`src/rtl/core_if_fetch.sv`:
```
// Instruction fetch unit: owns the PC, issues word-aligned requests to instruction
// memory, pairs in-order responses with their PC and buffers them for the ID stage.
// Redirects from EX flush the buffer and turn in-flight responses into stale drops.
module core_if_fetch #(
  parameter logic [31:0] RESET_PC = 32'h8000_0000,
  parameter int unsigned DEPTH    = 2
) (
  input  logic        clk,
  input  logic        rst,
  // Fetch request channel
  output logic        o_ifu_req_valid,
  input  logic        i_ifu_req_ready,
  output logic [31:0] o_ifu_req_addr,
  // Fetch response channel (always accepted)
  input  logic        i_ifu_rsp_valid,
  input  logic [31:0] i_ifu_rsp_inst,
  input  logic        i_ifu_rsp_err,
  // Redirect from EX
  input  logic        i_redirect_valid,
  input  logic [31:0] i_redirect_pc,
  // Toward core_id_decode
  output logic        o_id_valid,
  input  logic        i_id_ready,
  output logic [31:0] o_id_inst,
  output logic [31:0] o_id_pc,
  output logic        o_id_err
);

  localparam int unsigned PtrW = (DEPTH > 1) ? $clog2(DEPTH) : 1;
  localparam int unsigned CntW = $clog2(DEPTH + 1);
  localparam logic [CntW:0] DepthW = (CntW + 1)'(DEPTH);

  // Architectural PC
  logic [31:0] pc_q, pc_d;

  // Pending-address queue: PCs of live requests, in issue order
  logic [31:0]     paq_q [DEPTH];
  logic [31:0]     paq_d [DEPTH];
  logic [PtrW-1:0] paq_wr_q, paq_wr_d;
  logic [PtrW-1:0] paq_rd_q, paq_rd_d;

  // Instruction buffer toward ID
  logic [31:0]     fifo_pc_q   [DEPTH];
  logic [31:0]     fifo_pc_d   [DEPTH];
  logic [31:0]     fifo_inst_q [DEPTH];
  logic [31:0]     fifo_inst_d [DEPTH];
  logic            fifo_err_q  [DEPTH];
  logic            fifo_err_d  [DEPTH];
  logic [PtrW-1:0] fifo_wr_q, fifo_wr_d;
  logic [PtrW-1:0] fifo_rd_q, fifo_rd_d;

  // Bookkeeping counters
  logic [CntW-1:0] live_q, live_d;  // outstanding requests whose data is wanted
  logic [CntW-1:0] drop_q, drop_d;  // outstanding requests orphaned by a redirect
  logic [CntW-1:0] cnt_q, cnt_d;    // buffer occupancy

  logic        req_fire;
  logic        rsp_keep;
  logic        id_pop;
  logic        buf_credit_ok;
  logic        out_credit_ok;
  logic [31:0] redirect_pc_aligned;
  logic [CntW:0] buf_claim;
  logic [CntW:0] out_claim;

  assign redirect_pc_aligned = i_redirect_pc & ~32'h3;

  // Request gating and handshake decode
  always_comb begin
    o_id_valid = (cnt_q != '0);
    id_pop     = o_id_valid & i_id_ready & ~i_redirect_valid;
    rsp_keep   = i_ifu_rsp_valid & (drop_q == '0);

    // A slot freed by this cycle's ID pop is already usable, which keeps the
    // stream at one instruction per cycle with a two-entry buffer.
    buf_claim     = {1'b0, live_q} + {1'b0, cnt_q} - (CntW + 1)'(id_pop);
    out_claim     = {1'b0, live_q} + {1'b0, drop_q};
    buf_credit_ok = (buf_claim < DepthW);
    out_credit_ok = (out_claim < DepthW);

    o_ifu_req_valid = ~rst & ~i_redirect_valid & buf_credit_ok & out_credit_ok;
    o_ifu_req_addr  = pc_q;
    req_fire        = o_ifu_req_valid & i_ifu_req_ready;
  end

  // Buffer head drives ID directly from storage, so it holds steady while stalled
  always_comb begin
    o_id_pc   = fifo_pc_q[fifo_rd_q];
    o_id_inst = fifo_inst_q[fifo_rd_q];
    o_id_err  = fifo_err_q[fifo_rd_q];
  end

  // Next-state: redirect flushes everything, otherwise issue / respond / pop
  always_comb begin
    pc_d        = pc_q;
    paq_d       = paq_q;
    paq_wr_d    = paq_wr_q;
    paq_rd_d    = paq_rd_q;
    fifo_pc_d   = fifo_pc_q;
    fifo_inst_d = fifo_inst_q;
    fifo_err_d  = fifo_err_q;
    fifo_wr_d   = fifo_wr_q;
    fifo_rd_d   = fifo_rd_q;
    live_d      = live_q;
    drop_d      = drop_q;
    cnt_d       = cnt_q;

    if (i_redirect_valid) begin
      pc_d      = redirect_pc_aligned;
      paq_wr_d  = '0;
      paq_rd_d  = '0;
      fifo_wr_d = '0;
      fifo_rd_d = '0;
      cnt_d     = '0;
      live_d    = '0;
      // Every live request becomes stale; a response landing now is one of them.
      drop_d    = drop_q + live_q - CntW'(i_ifu_rsp_valid);
    end else begin
      if (req_fire) begin
        paq_d[paq_wr_q] = pc_q;
        paq_wr_d        = paq_wr_q + PtrW'(1);
        pc_d            = pc_q + 32'd4;
      end

      if (i_ifu_rsp_valid) begin
        if (drop_q != '0) begin
          drop_d = drop_q - CntW'(1);
        end else begin
          fifo_pc_d[fifo_wr_q]   = paq_q[paq_rd_q];
          fifo_inst_d[fifo_wr_q] = i_ifu_rsp_inst;
          fifo_err_d[fifo_wr_q]  = i_ifu_rsp_err;
          fifo_wr_d              = fifo_wr_q + PtrW'(1);
          paq_rd_d               = paq_rd_q + PtrW'(1);
        end
      end

      if (id_pop) begin
        fifo_rd_d = fifo_rd_q + PtrW'(1);
      end

      live_d = live_q + CntW'(req_fire) - CntW'(rsp_keep);
      cnt_d  = cnt_q + CntW'(rsp_keep) - CntW'(id_pop);
    end
  end

  // State registers with synchronous reset
  always_ff @(posedge clk) begin
    if (rst) begin
      pc_q      <= RESET_PC;
      paq_wr_q  <= '0;
      paq_rd_q  <= '0;
      fifo_wr_q <= '0;
      fifo_rd_q <= '0;
      live_q    <= '0;
      drop_q    <= '0;
      cnt_q     <= '0;
      for (int unsigned i = 0; i < DEPTH; i++) begin
        paq_q[i]       <= '0;
        fifo_pc_q[i]   <= '0;
        fifo_inst_q[i] <= '0;
        fifo_err_q[i]  <= 1'b0;
      end
    end else begin
      pc_q        <= pc_d;
      paq_q       <= paq_d;
      paq_wr_q    <= paq_wr_d;
      paq_rd_q    <= paq_rd_d;
      fifo_pc_q   <= fifo_pc_d;
      fifo_inst_q <= fifo_inst_d;
      fifo_err_q  <= fifo_err_d;
      fifo_wr_q   <= fifo_wr_d;
      fifo_rd_q   <= fifo_rd_d;
      live_q      <= live_d;
      drop_q      <= drop_d;
      cnt_q       <= cnt_d;
    end
  end

endmodule

```
`config.mk`:
```
export PLATFORM = sky130hd
export DESIGN_NAME = core_if_fetch
export DESIGN_NICKNAME = d
export VERILOG_FILES = /design/src/rtl/core_if_fetch.sv
export SDC_FILE = /design/constraint.sdc
export NUM_CORES = 1
export LEC_CHECK = 0
export BUFFER_PORTS_ARGS = -buffer_cell sky130_fd_sc_hd__clkbuf_2
export CAP_MARGIN = 30
export CORE_AREA = 2 2 136 138
export DETAILED_ROUTE_END_ITERATION = 8
export DIE_AREA = 0 0 138 140
export GPL_ROUTABILITY_DRIVEN = 0
export PLACE_DENSITY = 0.9
export SYNTH_ARGS = -nofsm -noshare
export SYNTH_HDL_FRONTEND = slang
export SYNTH_SLANG_ARGS = --single-unit
```
`constraint.sdc`:
```
create_clock -name clk -period 5.25 [get_ports clk]
set_clock_uncertainty 0.15 [all_clocks]
set_input_delay 1.575 -clock clk [delete_from_list [all_inputs] [get_ports clk]]
set_output_delay 1.575 -clock clk [all_outputs]
set_load 0.02 [all_outputs]
```
======== Word-level counts from Yosys, hierarchy flattened ========
Cells that the tools add are included.
storage, ports and cells
  flip-flop bits (word level) ............. 236
  latch bits .............................. 0
  memory bits (writable) .................. 0
  memory bits (read-only) ................. 0
  memories kept ........................... 0
operators by class
  add/subtract/negate cells ............... 15
  multiply operators ...................... 0
  div/mod/pow operators ................... 0
  magnitude comparators ................... 8
  eq/ne operators ......................... 0
  shifts and indexed selects .............. 0
  mux-type cells .......................... 27
  bitwise operators ....................... 14
  reductions and logical operators ........ 13
operator list
  kind                                                number
  2-to-1 mux 32 bit                                   13
  bitwise mux 64 bit                                  3
  demux 32 bit (select 1 bit)                         2
  adder 32 x 3 -> 32 bit, second input constant       1
  nonzero test 2 bit                                  5
  >= comparator 2 bit, second input constant          4
  NOT 1 -> 2 bit                                      4
  AND 1 bit                                           7
  adder 2 x 2 -> 3 bit                                2
  < comparator 3 x 2 -> 1 bit, second input constant  2
  2-to-1 mux 2 bit                                    3
  AND reduction 2 bit                                 3
  subtractor 2 x 1 -> 2 bit                           3
  adder 1 bit, second input constant                  4
  adder 2 x 1 -> 2 bit                                2
  < comparator 2 x 1 -> 1 bit, second input constant  2
  2-to-1 mux 1 bit                                    4
  NOT 1 bit                                           3
  AND reduction 3 bit                                 1
  subtractor 3 x 1 -> 3 bit                           1
  adder 2 bit                                         1
  bitwise mux 2 bit                                   1
  logical AND 1 bit                                   2
  logical NOT 2 bit                                   1
  3 further kinds                                     3

======== Logic depth before layout (Yosys ltp) ========
  depth after elaboration ................. 10
  gate-level depth with buffers ........... 18
  mapped depth without buffers ............ 15

======== Worst setup path before layout ========
Ideal clock, no wire load.
  path kind ............................... input-to-output
  from .................................... in i_redirect_valid
  to ...................................... out o_ifu_req_valid
  arrival time ............................ 3.241 ns
  required time ........................... 3.525 ns
  path slack .............................. 0.284 ns
  stages .................................. 7
  cell sequence ........................... clkbuf_1 buf_1 nor3_1 o21ai_0 fa_1 xor2_1 and3_1
between the ends
  cells in the longest elaborated chain, start to end .. 6
  elaborated cells between the ends (all ways) .. 7
  classes of those cells .................. add/sub: 1; order compare: 1; bitwise: 5
ends and longest elaborated chain
  what                          RTL line  source
  start: declaration            19        input logic i_redirect_valid,
  NOT 1 bit (no source line) *  --
  AND 1 bit                     71        id_pop = o_id_valid & i_id_ready & ~i_redirect_valid;
  subtractor 3 x 1 -> 3 bit     76        buf_claim = {1'b0, live_q} + {1'b0, cnt_q} - (CntW + 1)'(id_pop);
  < comparator 3 x 2 -> 1 bit   78        buf_credit_ok = (buf_claim < DepthW);
  AND 1 bit * (2 in a row)      81        o_ifu_req_valid = ~rst & ~i_redirect_valid & buf_credit_ok & out_credit_ok;
  end: declaration              11        output logic o_ifu_req_valid,
Every way passes the cells marked *; elsewhere a longest branch is shown, timed or not.

======== Worst setup path after layout ========
  from .................................... in i_id_ready
  to ...................................... out o_ifu_req_valid
between the ends
  cells in the longest elaborated chain, start to end .. 6
ends and longest elaborated chain
  what                         RTL line  source
  start: declaration           23        input logic i_id_ready,
  AND 1 bit (2 in a row)       71
  subtractor 3 x 1 -> 3 bit    76
  < comparator 3 x 2 -> 1 bit  78
  AND 1 bit (2 in a row)       81
No other way between the ends.

==> impl_metrics.py <==
metrics = {
    "floorplanning": {
        "die_h_um": 140,
        "fp-row-count": 49,
        "die_x_um": 138,
        "start_util": 0.5511,
        "ioPinCount": 170,
        "core_area_um2": 17780,
        "dieArea_um2": 19320,
    },
    "outcome": {
        "status": "finished, final reports clean",
    },
    "timing": {
        "setup_viol": 0,
        "final.period_utilization": 0.9239,
        "setup_tns_ns": 0,
        "tightestPinTransition_ns": 1.157,
        "rsz0062_at_grt": "false",
        "finalCriticalPeriod_ns": 4.850,
        "fmax_ghz": 0.2062,
        "slew_violations": 0,
        "hold_viol_final": 0,
        "slew_headroom": 0.2284,
    },
    "clocking": {
        "cts_max_level": 1,
        "cts_tree": "built",
        "cts_root_buf": "clkbuf_16",
        "cts_buffers": 22,
        "cts.sinks": 226,
        "ctsLongestPathBuffers": 3,
        "postCtsHoldBufs": 0,
        "post_cts.repair.setup_buffers": 0,
        "clkTransAtPathRegs_ns": 0.06,
        "cts_resized": 0,
        "clk_latency_ns": 0.50,
    },
    "synthesis": {
        "async_flop_share": 0,
        "synth_edf_count": 0,
        "yosysTopAreaCell": "dfxtp_1",
        "synth_cells": 1168,
        "ys_seq_area_frac": 0.4618,
        "synth-seq-cells": 226,
        "yosys-top-cells-count": "nand2_1 (287), dfxtp_1 (226), a21oi_1 (141)",
        "post-synth-top-count-cell": "nand2_1",
        "ys_warn_count": 0,
        "synth_top_area_share": 0.4618,
        "synth.distinct_cells": 52,
        "synthTopCellsByArea": "dfxtp_1 (46%), nand2_1 (11%), mux2_2 (7.5%)",
        "syn_area_per_cell_um2": 8.389,
        "synth_flop_cell": "dfxtp_1",
        "synth_area_um2": 9798,
    },
    "drt": {
        "dr.pass1.iters": 6,
        "routed_wl_um": 25280,
        "vias": 8763,
        "routedWlPerCell_um": 16.65,
        "ant_nets": 0,
        "vias_per_cell": 5.773,
        "drt_iter0_drc": 812,
        "drc": 0,
    },
    "grt": {
        "gr-total-overflow": 0,
        "grt.total_usage": 0.2536,
        "grt_max_degree": 216,
        "antenna_found_initial": 0,
        "grt.busiest_layer": "met2",
        "grt_pass1_wl_um": 41470,
        "use_met3": 0.03726,
        "groute.layer.met1.usage": 0.3380,
        "grt_pass1_vias": 8523,
        "use_met2": 0.4145,
    },
    "critical_path": {
        "critPathRequiredTime_ns": 3.53,
        "cp.arrival_ns": 3.13,
        "cp_max_fo": 3,
        "timing.critical_path.cells": "clkbuf_2 -> nand2_1 -> nor3_1 -> o21ai_0 -> fa_1 -> xor2_1 -> and3_1 -> clkbuf_2",
        "setup.worst_path.start_class": "input pin",
        "critPathSlowestCell": "fa_1",
        "cp_common_cell": "clkbuf_2",
        "startpoint": "i_id_ready",
        "timing.rr.start": "cnt_q[0]$_SDFF_PP0_",
        "path_class": "input pin to output pin",
        "slowest_delay_ns": 0.40,
        "crit_path_end_kind": "output pin",
    },
    "final_layout": {
        "nets": 1357,
        "n_antenna_cell": 0,
        "drive_above_1_share": 0.2281,
        "final_area_um2": 11340,
        "areaGrowthSynthToFinish_pct": 15.78,
        "fillerInstances": 1406,
    },
    "power": {
        "peakVddDrop_mv": 0.2451,
        "p_total_mw": 3.996,
        "p_leak_nw": 4.237,
        "p_per_area_nw_per_um2": 352.2,
    },
    "flow_run": {
        "cap_violations": 0,
    },
    "placed_design": {
        "placed_cell_area_um2": 10640,
        "port_buffers": 163,
        "dp_hpwl_um": 15920,
    },
    "min_path": {
        "holdCritStartpoint": "fifo_inst_q[4]$_SDFFE_PP0P_",
        "hold_path.class": "flip-flop to flip-flop",
    },
}
-- power breakdown --
group	switching, mW	total [mW]	internal (mW)	leakage, nW
sequential	0.0860	1.89	1.80	1.84
clock	0.636	1.54	0.907	0.343
combinational	0.353	0.567	0.213	2.06
-- cells by family after synthesis --
logic type / after synthesis / synth area share
muxes: 98 / 0.1087
AOI/OAI and AO/OA: 252 / 0.1531
adders and majority gates: 11 / 0.01558
buffers and inverters: 109 / 0.04661
DFF: 226 / 0.4618
other: 1 / 0.0003827
xor gates and xnor gates: 19 / 0.01698
and+or+nand+nor: 452 / 0.1969
-- area by class of cell --
class,count,area (um2),area share
repair buffers,175,937.1,0.08261
inverters,14,55.05,0.004853
clock buffers,34,656.9,0.05790
well taps,229,286.5,0.02526
clock inverters,4,47.55,0.004191
flip-flops and latches,226,4527,0.3990
multi-input cells,836,4835,0.4262
-- worst paths after layout --
| path | end | slack, ns | cells after the start |
|---|---|---|---|
| setup / recovery | o_ifu_req_valid | 0.40 | 8 |
| hold / removal | fifo_inst_q[4]$_SDFFE_PP0P_ | 0.30 | 2 |
| setup reg to reg | o_ifu_req_addr[21]$_SDFFE_PP0P_ | 1.88 | 12 |
| hold reg to reg | fifo_inst_q[4]$_SDFFE_PP0P_ | 0.30 | 2 |
-- through the flow --
| step | setup WS (ns) | utilization | instances | hold slack (ns) |
|---|---|---|---|---|
| after floorplan | 0.2838 | - | 1171 | 0.2829 |
| after global placement | 0.4527 | 0.5985 | 1480 | 0.2879 |
| after detailed placement | 0.3872 | 0.5985 | 1480 | 0.2963 |
| after CTS | 0.3797 | 0.6381 | 1518 | 0.3048 |
| after global routing | 0.2112 | 0.6381 | 1518 | 0.3217 |
| final | 0.3997 | 0.6381 | 1518 | 0.3021 |
-- layout by cell type (no fill, tap or decap), drive strengths merged, types with 2 or more instances in the layout --
cell      n
fa        2
mux2i    31
a32oi     3
nor3      9
a31oi    12
clkbuf  196
a211oi   67
buf      13
inv      14
and3      5
a21oi   141
a41oi     3
or3       4
o211ai    3
o311ai    3
or2       5
o21ai    15
nand3    10
and4      3
nand4    15
nor4      8
xor2     10
mux2     67
dfxtp   226
nand2   287
and2      7
conb      4
clkinv    2
xnor2     9
ha        9
nor2b     2
nor2     96
-- layer usage --
layer / share of wire / vias to the layer above
met4: 0.038 / 0
met3: 0.071 / 88
met5: 0 / -
li1: - / 4207
met1: 0.42 / 4096
met2: 0.47 / 372
-- critical path, delay by kind of cell --
family	cells	cell delay, ns
and+or+nand+nor	3	0.54
adders and majority gates	1	0.40
buffers and inverters	2	0.24
AOI/OAI and AO/OA	1	0.19
xor gates and xnor gates	1	0.17
-- flip-flops by register name, indices dropped and copies added, names as in the netlist, 2 cells and up --
| name | cells |
|---|---|
| cnt_q | 2 |
| fifo_err_q | 2 |
| live_q | 2 |
| o_ifu_req_addr | 30 |
| fifo_pc_q | 60 |
| paq_q | 60 |
| drop_q | 2 |
| fifo_inst_q | 64 |
Note: power is estimated with default switching activity, not from simulation.
